--- src/rtl/pm1_cap_pkg.sv ---
// pm1_cap_pkg: shared widths, pm1 bit positions, capture states and event layout.
package pm1_cap_pkg;
  localparam int PM1_W = 13;
  localparam int PM1_TS_W = 8;
  localparam int R_BIT = 0, S_BIT = 1, T_BIT = 2, U_BIT = 3, V_BIT = 4, W_BIT = 5, X_BIT = 6;
  localparam int Y_BIT = 7, Z_BIT = 8, A0_BIT = 9, B0_BIT = 10, C0_BIT = 11, D0_BIT = 12;
  typedef enum logic {PRIME, RUN} cap_state_t;
  typedef struct packed {
    logic [PM1_TS_W-1:0] ts;
    logic [PM1_W-1:0]    word;
  } evt_t;
endpackage

--- src/rtl/pm1_cap_fifo.sv ---
// pm1_cap_fifo: synchronous FIFO whose head is read straight from the storage registers.
module pm1_cap_fifo #(
  parameter int DW    = 21,
  parameter int DEPTH = 4
) (
  input  logic          clock,
  input  logic          reset_n,
  input  logic          push,
  input  logic          pop,
  input  logic [DW-1:0] din,
  output logic [DW-1:0] dout,
  output logic          full,
  output logic          empty
);
  localparam int PW = $clog2(DEPTH);
  localparam int CW = PW + 1;
  logic [DW-1:0] mem_q [DEPTH];
  logic [DW-1:0] mem_d [DEPTH];
  logic [PW-1:0] wr_q, wr_d, rd_q, rd_d;
  logic [CW-1:0] cnt_q, cnt_d;
  always_comb begin
    mem_d = mem_q;
    if (push) mem_d[wr_q] = din;
    wr_d  = wr_q + PW'(push);
    rd_d  = rd_q + PW'(pop);
    cnt_d = cnt_q + CW'(push) - CW'(pop);
  end
  // Storage is reset so the head reads zero out of reset.
  always_ff @(posedge clock or negedge reset_n) begin
    if (!reset_n) begin
      mem_q <= '{default: '0};
      wr_q  <= '0;
      rd_q  <= '0;
      cnt_q <= '0;
    end else begin
      mem_q <= mem_d;
      wr_q  <= wr_d;
      rd_q  <= rd_d;
      cnt_q <= cnt_d;
    end
  end
  assign dout  = mem_q[rd_q];
  assign full  = cnt_q == CW'(DEPTH);
  assign empty = cnt_q == '0;
endmodule

--- src/rtl/pm1_event_capture.sv ---
// pm1_event_capture: timestamps every change of the pm1 outputs and queues it for a
// valid/ready consumer, counting events lost to a full queue.
module pm1_event_capture
  import pm1_cap_pkg::*;
#(
  parameter int W     = PM1_W,
  parameter int TS_W  = PM1_TS_W,
  parameter int DEPTH = 4
) (
  input  logic             clock,
  input  logic             reset_n,
  input  logic             sample_en,
  input  logic [W-1:0]     pm1_out,
  output logic             evt_valid,
  input  logic             evt_ready,
  output logic [W+TS_W-1:0] evt_data,
  output logic             overflow,
  input  logic             clr_overflow,
  output logic [7:0]       drop_cnt
);
  cap_state_t      state_q, state_d;
  logic [TS_W-1:0] ts_q, ts_d;
  logic [W-1:0]    last_q, last_d;
  logic            overflow_q, overflow_d;
  logic [7:0]      drop_q, drop_d;
  logic            evt, push, pop, drop, full, empty;
  always_comb begin
    evt        = sample_en && state_q == RUN && pm1_out != last_q;
    pop        = !empty && evt_ready;
    push       = evt && (!full || pop);
    drop       = evt && full && !pop;
    state_d    = sample_en ? RUN : state_q;
    ts_d       = ts_q + TS_W'(sample_en);
    last_d     = sample_en ? pm1_out : last_q;
    overflow_d = drop ? 1'b1 : clr_overflow ? 1'b0 : overflow_q;
    // A drop coinciding with a clear leaves a count of one.
    drop_d     = (clr_overflow ? 8'd0 : drop_q) + 8'(drop && (clr_overflow || drop_q != 8'hFF));
  end
  always_ff @(posedge clock or negedge reset_n) begin
    if (!reset_n) begin
      state_q    <= PRIME;
      ts_q       <= '0;
      last_q     <= '0;
      overflow_q <= 1'b0;
      drop_q     <= '0;
    end else begin
      state_q    <= state_d;
      ts_q       <= ts_d;
      last_q     <= last_d;
      overflow_q <= overflow_d;
      drop_q     <= drop_d;
    end
  end
  pm1_cap_fifo #(.DW(W + TS_W), .DEPTH(DEPTH)) u_fifo (
    .clock  (clock),
    .reset_n(reset_n),
    .push   (push),
    .pop    (pop),
    .din    ({ts_q, pm1_out}),
    .dout   (evt_data),
    .full   (full),
    .empty  (empty)
  );
  assign evt_valid = !empty;
  assign overflow  = overflow_q;
  assign drop_cnt  = drop_q;
endmodule

--- config.mk ---
export PLATFORM = sky130hd
export DESIGN_NAME = pm1_event_capture
export DESIGN_NICKNAME = d
export VERILOG_FILES = /design/src/rtl/pm1_cap_pkg.sv /design/src/rtl/pm1_cap_fifo.sv /design/src/rtl/pm1_event_capture.sv
export SDC_FILE = /design/constraint.sdc
export NUM_CORES = 1
export LEC_CHECK = 0
export BUFFER_PORTS_ARGS = -buffer_cell sky130_fd_sc_hd__buf_2
export CORE_ASPECT_RATIO = 1.4
export CORE_MARGIN = 5
export CORE_UTILIZATION = 40
export DETAILED_ROUTE_END_ITERATION = 8
export PLACE_DENSITY_LB_ADDON = 0.1
export SYNTH_ARGS = -nofsm -noshare
export SYNTH_HDL_FRONTEND = slang
export SYNTH_SLANG_ARGS = --single-unit
--- constraint.sdc ---
create_clock -name clock -period 5.8 [get_ports clock]
set_clock_uncertainty 0.2 [all_clocks]
set_input_delay 1.16 -clock clock [delete_from_list [all_inputs] [get_ports clock]]
set_output_delay 1.16 -clock clock [all_outputs]
set_load 0.01 [all_outputs]
## Word-level counts from Yosys, hierarchy flattened

Cells that the tools add are included.
Widths: inputs -> output; s select.

| storage, ports and cells | value |
|---|---|
| word-level logic and storage cells | 50 |
| output and inout bits | 31 |
| input bits | 18 |
| register bits after elaboration | 122 |

| cells by class | value |
|---|---|
| eq/ne operators | 3 |
| mux-type cells | 9 |
| bitwise logic cells | 2 |
| magnitude comparators | 3 |
| add/sub/neg operators | 6 |
| reduce and logical (&&, ||, !) cells | 15 |

Operators with widths:

| cell | count |
|---|---|
| $bwmux 84 | 1 |
| $mux 21 | 3 |
| $bmux 21 s2 | 1 |
| $demux 21 s2 | 1 |
| $add 8x1->8 | 2 |
| $ne 13x13->1 | 1 |
| $logic_and 1x1->1 | 8 |
| $mux 8 | 1 |
| $ne 8x8->1 const B | 1 |
| $ge 3x3->1 const B | 2 |
| $not 2->3 | 2 |
| $add 2x1->2 | 2 |
| $add 3x1->3 | 1 |
| $eq 3x3->1 const B | 1 |
| $logic_not 1->1 | 3 |
| $logic_not 3->1 | 1 |
| $lt 3x1->1 const B | 1 |
| $sub 3x1->3 | 1 |
| $logic_or 1x1->1 | 2 |
| $mux 1 | 2 |
| $reduce_bool 2->1 | 1 |

## Longest topological paths before layout

Gate-level depths: netlist of run 1.

| depth | value |
|---|---|
| word-level depth | 7 |
| gate-level depth with buffers | 11 |
| depth with buffers taken out | 11 |

## Cells and area by module

From an unflattened synthesis of run 1, not the netlist that was laid out.

| unflattened totals | value |
|---|---|
| cells, all modules | 341 |
| area, all modules | 5,465.2 µm² |

Modules (own cells, without submodules):

| module | instances | cells each | seq. area each (µm²) | area each (µm²) |
|---|---|---|---|---|
| pm1_cap_fifo | 1 | 227 | 2,277.2 | 4,002.6 |
| pm1_event_capture | 1 | 114 | 775.7 | 1,462.7 |

## Worst setup path before layout of run 1

Ideal clock, no wire load.

| timing path | value |
|---|---|
| path type | input-to-reg |
| from | input pm1_out[7] |
| to | register drop_q[6], in the netlist drop_cnt[6] |
| setup slack | 2.773 ns |
| path buffers | 0 |
| library setup time | 0.118 ns |
| cell stages on the path | 11 |
| data arrival time | 2.709 ns |
| path through | xor2_1 > nor4_1 > nand2_1 > o211a_1 > nand2_1 > a41oi_1 > ha_1 > ha_1 > nand3_1 > xor2_1 > nor2_1 |

| on the way | value |
|---|---|
| cells in the longest elaborated chain, start to end | 6 |

RTL lines:

| item | line | source |
|---|---|---|
| start: declaration | pm1_event_capture.sv:13 | `input logic [W-1:0] pm1_out,` |
| $ne 13x13->1 | pm1_event_capture.sv:28 | `evt = sample_en && state_q == RUN && pm1_out != last_q;` |
| $logic_and 1x1->1 | pm1_event_capture.sv:28 |  |
| $logic_and 1x1->1 (2 in a row) | pm1_event_capture.sv:31 | `drop = evt && full && !pop;` |
| $logic_and 1x1->1 | pm1_event_capture.sv:37 | `drop_d = (clr_overflow ? 8'd0 : drop_q) + 8'(drop && (clr_overflow \|\| drop_q != 8'hFF));` |
| $add 8x1->8 | pm1_event_capture.sv:37 |  |
| named net drop_d[6] | pm1_event_capture.sv:25 | `logic [7:0] drop_q, drop_d;` |
| end signal: assignment | pm1_event_capture.sv:51 | `drop_q <= drop_d;` |
| end: declaration | pm1_event_capture.sv:25 |  |

The timed path passes the listed nets, and every way through them passes these cells.
A chain may end at the register's enable or synchronous reset.

## Worst setup path after layout of run 1

| timing path | value |
|---|---|
| from | input pm1_out[8] |
| to | register u_fifo.mem_q[40] (netlist name) |

| on the way | value |
|---|---|
| cells in the longest elaborated chain, start to end | 3 |

RTL lines:

| item | line | source |
|---|---|---|
| $ne 13x13->1 | pm1_event_capture.sv:28 |  |
| $logic_and 1x1->1 | pm1_event_capture.sv:28 |  |
| $logic_and 1x1->1 | pm1_event_capture.sv:30 | `push = evt && (!full \|\| pop);` |
| end signal: assignment | pm1_cap_fifo.sv:36 | `mem_q <= mem_d;` |
| end: declaration | pm1_cap_fifo.sv:17 | `logic [DW-1:0] mem_q [DEPTH];` |

Every way passes these cells.

==> impl_results.md, run 1 <==
* Final worst path period share at 0.577
* Worst skew pair latency at 410 ps
* Drt drc at 0
* Crit path max fanout at 12
* Commonest non-fill, non-tap cells in the layout: dfrtp_1 (122), mux2_2 (77), buf_2 (47)
* RSZ-0062 raised after global routing: false
* Final hold violations at 0
* Static leakage power at around 2.9 nW
* Yosys top cell area share at 0.558
* F_max at about 0.30 GHz
* Top Ports at 49
* Routed Antenna Nets at 0
* Pwr Density at about 560 mW/mm2
* Final #Nets at 425
* Post-CTS Setup Bufs at 0
* Clk slew on worst S/H paths at 50 ps
* Final setup TNS at 0 ps
* CP max stage cell: nand3b_1
* Synth async-reset ratio at 1.00
* Vias at between 2000 and 3000
* Sequential share of the synthesized area at 0.558
* Fin cells at roughly 600
* Post-layout min period at approximately 3300 ps
* # diodes at 0
* Crit path launch type: input port
* Die Ht at 148 um
* Hpwl dp at 6.89 mm
* Ys flop type: dfrtp_1
* Final WL at 10.8 mm
* Net Sw Frac at 0.293
* Clock network power share at 0.267
* Clock Tree Root: clkbuf_16
* P_sw at 1.05 mW
* Cell taking the most area after synthesis: dfrtp_1
* Slew @ Worst Pin at 998 ps
* Layout cells sized above 1 at 0.485
* Filler cell count at about 1200
* Worst path arrival time at 3440 ps
* Reg2Reg Depth at 7
* Die Width at 109 um
* Flop pwr share at 0.392
* Synth Net Count at 368
* Synth unique cells at 35
* H-Tree Depth at 4
* Largest net degree at the start of global routing at 80
* Worst EP required at 5890 ps
* DR iter-0 viols at 78
* Num rows at 50
* Slew headroom at 0.335
* Syn Area/Cell at 16.0 um2
* Clock buffer depth at 2
* Placed cell count at 561
* Die Area at 0.0161 mm2
* Worst VDD drop at 0.234 mV
* TritonRoute pass-1 iters at 4
* Via/cell ratio at 5.04
* Initial antenna violation count at 0
* Via count of the first global-routing pass at approximately 3300
* Hold Path Class: reg2reg
* Sequential cell area at approximately 0.0031 mm2
* Hold path cells at 1
* Gp weighted congestion at 0.725
* DR WL/cell at between 15 and 20 um
* Synth Instances at 341
* Setup-failing EPs final at 0
* # hold bufs at CTS at 0
* Post-CTS Resized at 0
* Worst setup EP type: register
* First-pass GRT wire length at 18.0 mm
* Multi-input gate area at 0.00227 mm2
* I/O Buffers at 48
* CTS tree: yes
* Core footprint at 0.0134 mm2
* Fin. max-slew vios at 0
* Combinational share of power at 0.341
* Area contributors post-synth: dfrtp_1 (56%), mux2_2 (16%), mux4_2 (8.7%)
* Grt total ovfl at 0
* Crit Path Class: in2reg
* Synthesized cell area at roughly 0.0055 mm2
* Commonest non-fill, non-tap cell in the layout: dfrtp_1
* Synth Register Bits at 122
* Worst path cell trace: buf_2, xor2_1, nor4_1, nand2_1, o2111a_2, nand3b_1, buf_4, mux2_2
* Critical Path Max Stage Delay at 470 ps
* MaxCap Viol Count at 0
* All-Layer GR Usage at 0.150
* # clock sinks at 122
* EDFF count, synth at 0
* Internal power at between 2 and 3 mW
* Number of buffers created by CTS at 17
* Status: finished, final reports clean
* Synth-to-layout area growth at 16.8%
* Initial Util at 0.408
* Ys Warns at 0
-- worst paths after layout --
| kind | slack [ps] | endpoint | from |
|---|---|---|---|
| max in group asynchronous | 3500 | u_fifo.mem_q[58]$_DFFE_PN0P_ | reset_n |
| min in group asynchronous | 730 | u_fifo.mem_q[71]$_DFFE_PN0P_ | reset_n |
| worst min register to register | 300 | u_fifo.mem_q[41]$_DFFE_PN0P_ | u_fifo.mem_q[41]$_DFFE_PN0P_ |
| worst max-delay path | 2450 | u_fifo.mem_q[40]$_DFFE_PN0P_ | pm1_out[8] |
| worst max register to register | 2940 | u_fifo.mem_q[40]$_DFFE_PN0P_ | last_q[8]$_DFFE_PN0P_ |
| worst min-delay path | 300 | u_fifo.mem_q[41]$_DFFE_PN0P_ | u_fifo.mem_q[41]$_DFFE_PN0P_ |
-- state kept, by name, summed over array words and instances (netlist names) --
register	count
last_q	13
overflow	1
state_q	1
u_fifo.mem_q	84
ts_q	8
u_fifo.cnt_q	3
u_fifo.wr_q	2
drop_cnt	8
u_fifo.rd_q	2
-- power by group through the flow --
stage	registers, mW	clock network (mW)	logic (mW)
after CTS	1.41	0.982	1.25
after floorplan	1.34	0	0.960
after global routing	1.45	1.02	1.34
after global placement	1.40	0	1.23
final	1.40	0.954	1.22
after detailed placement	1.42	0	1.25
-- critical path: cells and delay by family --
family                 cells  cell delay, ps
buffers and inverters      2             490
AO/OA/AOI/OAI              1             330
AND/OR/NAND/NOR            3             930
XOR/XNOR                   1             150
multiplexers               1             360
-- synth_stat cells, types with 2 or more instances --
| library cell | instances |
|---|---|
| buf_12 | 2 |
| xor2_1 | 20 |
| nand3_1 | 8 |
| nand3b_1 | 2 |
| buf_4 | 6 |
| mux2_2 | 77 |
| mux2_4 | 20 |
| clkbuf_1 | 4 |
| nand2_1 | 6 |
| and4_1 | 2 |
| inv_1 | 5 |
| xnor2_1 | 9 |
| ha_1 | 8 |
| nor2_1 | 7 |
| mux4_2 | 21 |
| dfrtp_1 | 122 |
| nor4_1 | 2 |
| buf_2 | 2 |
| nor2b_1 | 2 |
-- stage by stage --
| stage | power, mW | setup WS, ps | instance area (um2) | hold WS [ps] | utilization |
|---|---|---|---|---|---|
| after floorplan | 2.30 | 2770 | 5470 | 263 | - |
| after global placement | 2.63 | 1870 | 5850 | 282 | 0.437 |
| after detailed placement | 2.67 | 1900 | 5850 | 287 | 0.437 |
| after CTS | 3.64 | 2350 | 6380 | 299 | 0.477 |
| after global routing | 3.80 | 2240 | 6380 | 308 | 0.477 |
| final | 3.57 | 2450 | 6380 | 297 | 0.477 |
-- routing by layer --
metal | track usage | vias up | part of all wire
li1 | - | 1357 | -
met1 | 0.192 | 1564 | 0.45
met2 | 0.238 | 42 | 0.51
met3 | 0.0495 | 11 | 0.030
met4 | 0.0512 | 0 | 0.013
met5 | 0 | - | 0
-- layout make-up --
class / count / share of cell area
clock buffer: 26 / 0.0766
clock inverter: 3 / 0.00627
inverter: 5 / 0.00294
multi-input combinational: 198 / 0.355
sequential: 122 / 0.478
tap: 182 / 0.0357
timing repair buffer: 54 / 0.0451
-- kinds of logic (layout without fill, tap and decap cells) --
family / count (synthesis) / in the layout / synth area share
XOR/XNOR: 29 / 29 / 0.0465
flip-flops: 122 / 122 / 0.558
buffers and inverters: 21 / 88 / 0.0268
AO/OA/AOI/OAI: 4 / 4 / 0.00732
multiplexers: 118 / 118 / 0.300
AND/OR/NAND/NOR: 38 / 38 / 0.0389
adder cells (fa/ha/maj): 9 / 9 / 0.0220
(Power assumes the default switching activity.)
==> run 2: changes to the inputs <==
==> constraint.sdc (replaced) <==
create_clock -name clock -period 3.1 [get_ports clock]
set_clock_uncertainty 0.2 [all_clocks]
set_input_delay 0.62 -clock clock [delete_from_list [all_inputs] [get_ports clock]]
set_output_delay 0.62 -clock clock [all_outputs]
set_load 0.01 [all_outputs]
==> run 2 against run 1 <==
  * Cell count rose by 1.9%
  * Sequential cell count did not move
  * Clock power rose by 98%
  * Cell area rose by 2.5%
  * Die area did not move
  * Critical path depth fell by 5
  * Total power rose by 92%
  * Worst setup slack got worse by 2000 ps
  * Register-to-register slack got worse by 2400 ps
  * Non-clock buffer count rose by 8
  * Critical path type is now reg2out
  * Critical endpoint is now evt_data[12]
  * Largest cell class unchanged
==> impl_results.md, run 2 (synthesis results as in run 1) <==
* DR WL/cell at 17.9 um
* Reg2reg end: drop_cnt[4]$_DFF_PN0_
* Top Ports at just under 50
* Hold path cells at 2
* First-pass GRT wire length at 17.8 mm
* F_max at 0.383 GHz
* Top layer used by detailed routing: met5
* Setup-failing EPs final at 0
* Via/cell ratio at 4.97
* Crit Path Class: reg2out
* Via count of the first global-routing pass at between 3000 and 4000
* Gp weighted congestion at 0.708
* Place WS at 132 ps
* Die Area at between 0.015 and 0.02 mm2
* Fin. max-slew vios at 0
* Final hold violations at 0
* Clk slew on worst S/H paths at 50 ps
* Reg2Reg Setup Slack at 540 ps
* Routed Antenna Nets at 0
* Worst setup EP type: output port
* Core Util, Final at 0.489
* Post-layout min period at around 2600 ps
* Worst hold endpoint: drop_cnt[6]$_DFF_PN0_
* Worst EP required at 2280 ps
* Die Ht at 148 um
* Commonest non-fill, non-tap cells in the layout: dfrtp_1 (122), mux2_2 (77), buf_2 (47)
* Pwr Density at approximately 1000 mW/mm2
* Slew @ Worst Pin at between 500 and 600 ps
* Die Width at approximately 110 um
* Largest registers: u_fifo.mem_q (84), last_q (13)
* Final WL at 10.7 mm
* Reg2Reg Depth at 11
* I/O Buffers at 48
* Clock buffer depth at 2
* Hpwl dp at between 7 and 8 mm
* Worst skew pair latency at about 400 ps
* Hold Path Class: in2reg
* Status: finished, final reports clean
* Num rows at 50
* Final instance area at 0.00654 mm2
* M1 WL at 4.71 mm
* Commonest non-fill, non-tap cell in the layout: dfrtp_1
* Post-CTS Resized at 0
* Grt total ovfl at 0
* H-Tree Depth at 4
* Met3 WL at 337 um
* DR iter-0 viols at 97
* MaxCap Viol Count at 0
* Placed cell areas at 0.00596 mm2
* All-Layer GR Usage at 0.147
* # clock sinks at 122
* Static leakage power at 2.96 nW
* Synth-to-layout area growth at 19.7%
* Post-CTS Setup Bufs at 0
* Final setup TNS at 0 ps
* Crit path launch type: register
* Met2 wire len at 5.58 mm
* Initial antenna violation count at 1
* Largest net degree at the start of global routing at 61
* TritonRoute pass-1 iters at 4
* # hold bufs at CTS at 1
* Top reg by flops: u_fifo.mem_q
* CTS tree: yes
* Initial Util at 0.408
* Clock Tree Root: clkbuf_16
* Final Worst Setup Slack at 488 ps
* Core footprint at 0.0134 mm2
* R2R Path Start: last_q[4]$_DFFE_PN0P_
* Layout cells sized above 1 at 0.501
* Worst path arrival time at 1790 ps
* Number of buffers created by CTS at 17
* Worst VDD drop at around 0.48 mV
* Crit path max fanout at 14
* Min-delay src: clr_overflow
* Max FFs per register at 84
* Placed cell count at 568
* Fin cells at 601
* Drt drc at 0
* Vias at 2987
* # diodes at 0
* Final #Nets at roughly 430
* RSZ-0062 raised after global routing: false
* Final worst path period share at 0.843
* Slew headroom at 0.665
[run 2: routing by layer]
layer  up-vias  GRT usage
li1       1370          -
met1      1566      0.183
met3         8     0.0456
met5         -          0
met4         2     0.0436
met2        41      0.245
[run 2: worst max-delay path, stage by stage (launching register included)]
cell and delay (ps):
dfrtp_1 350, buf_4 320, mux4_2 560, buf_2 160
[run 2: cell type report]
| type | instances | area (um2) |
|---|---|---|
| Fill cell | 1193 | 6850 |
| Sequential cell | 122 | 3050 |
| Multi-Input combinational cell | 198 | 2270 |
| Clock buffer | 24 | 482 |
| Timing Repair Buffer | 62 | 400 |
| Tap cell | 182 | 228 |
| Clock inverter | 8 | 92.6 |
| Inverter | 5 | 18.8 |
[run 2: worst max path at each step]
stage | startpoint | endpoint | slack, ps | cells past startpoint
after floorplan | pm1_out[7] | drop_cnt[6]$_DFF_PN0_ | 610 | 11
after global placement | pm1_out[4] | drop_cnt[4]$_DFF_PN0_ | 130 | 12
after detailed placement | pm1_out[4] | drop_cnt[6]$_DFF_PN0_ | 130 | 12
after CTS | u_fifo.rd_q[0]$_DFF_PN0_ | evt_data[11] | 430 | 3
after global routing | last_q[8]$_DFFE_PN0P_ | drop_cnt[6]$_DFF_PN0_ | 330 | 11
final | u_fifo.rd_q[0]$_DFF_PN0_ | evt_data[12] | 490 | 3
[run 2: power breakdown]
part	internal [mW]	leakage, nW	switching, mW
Clock	1.24	0.284	0.651
Combinational	1.41	1.19	0.917
Sequential	2.23	1.49	0.406
[run 2: through the flow]
stage | hold WS, ps | total power, mW
after detailed placement | 287 | 5.06
after global placement | 282 | 4.99
final | 289 | 6.86
after global routing | 286 | 7.31
after floorplan | 124 | 4.30
after CTS | 267 | 7.00
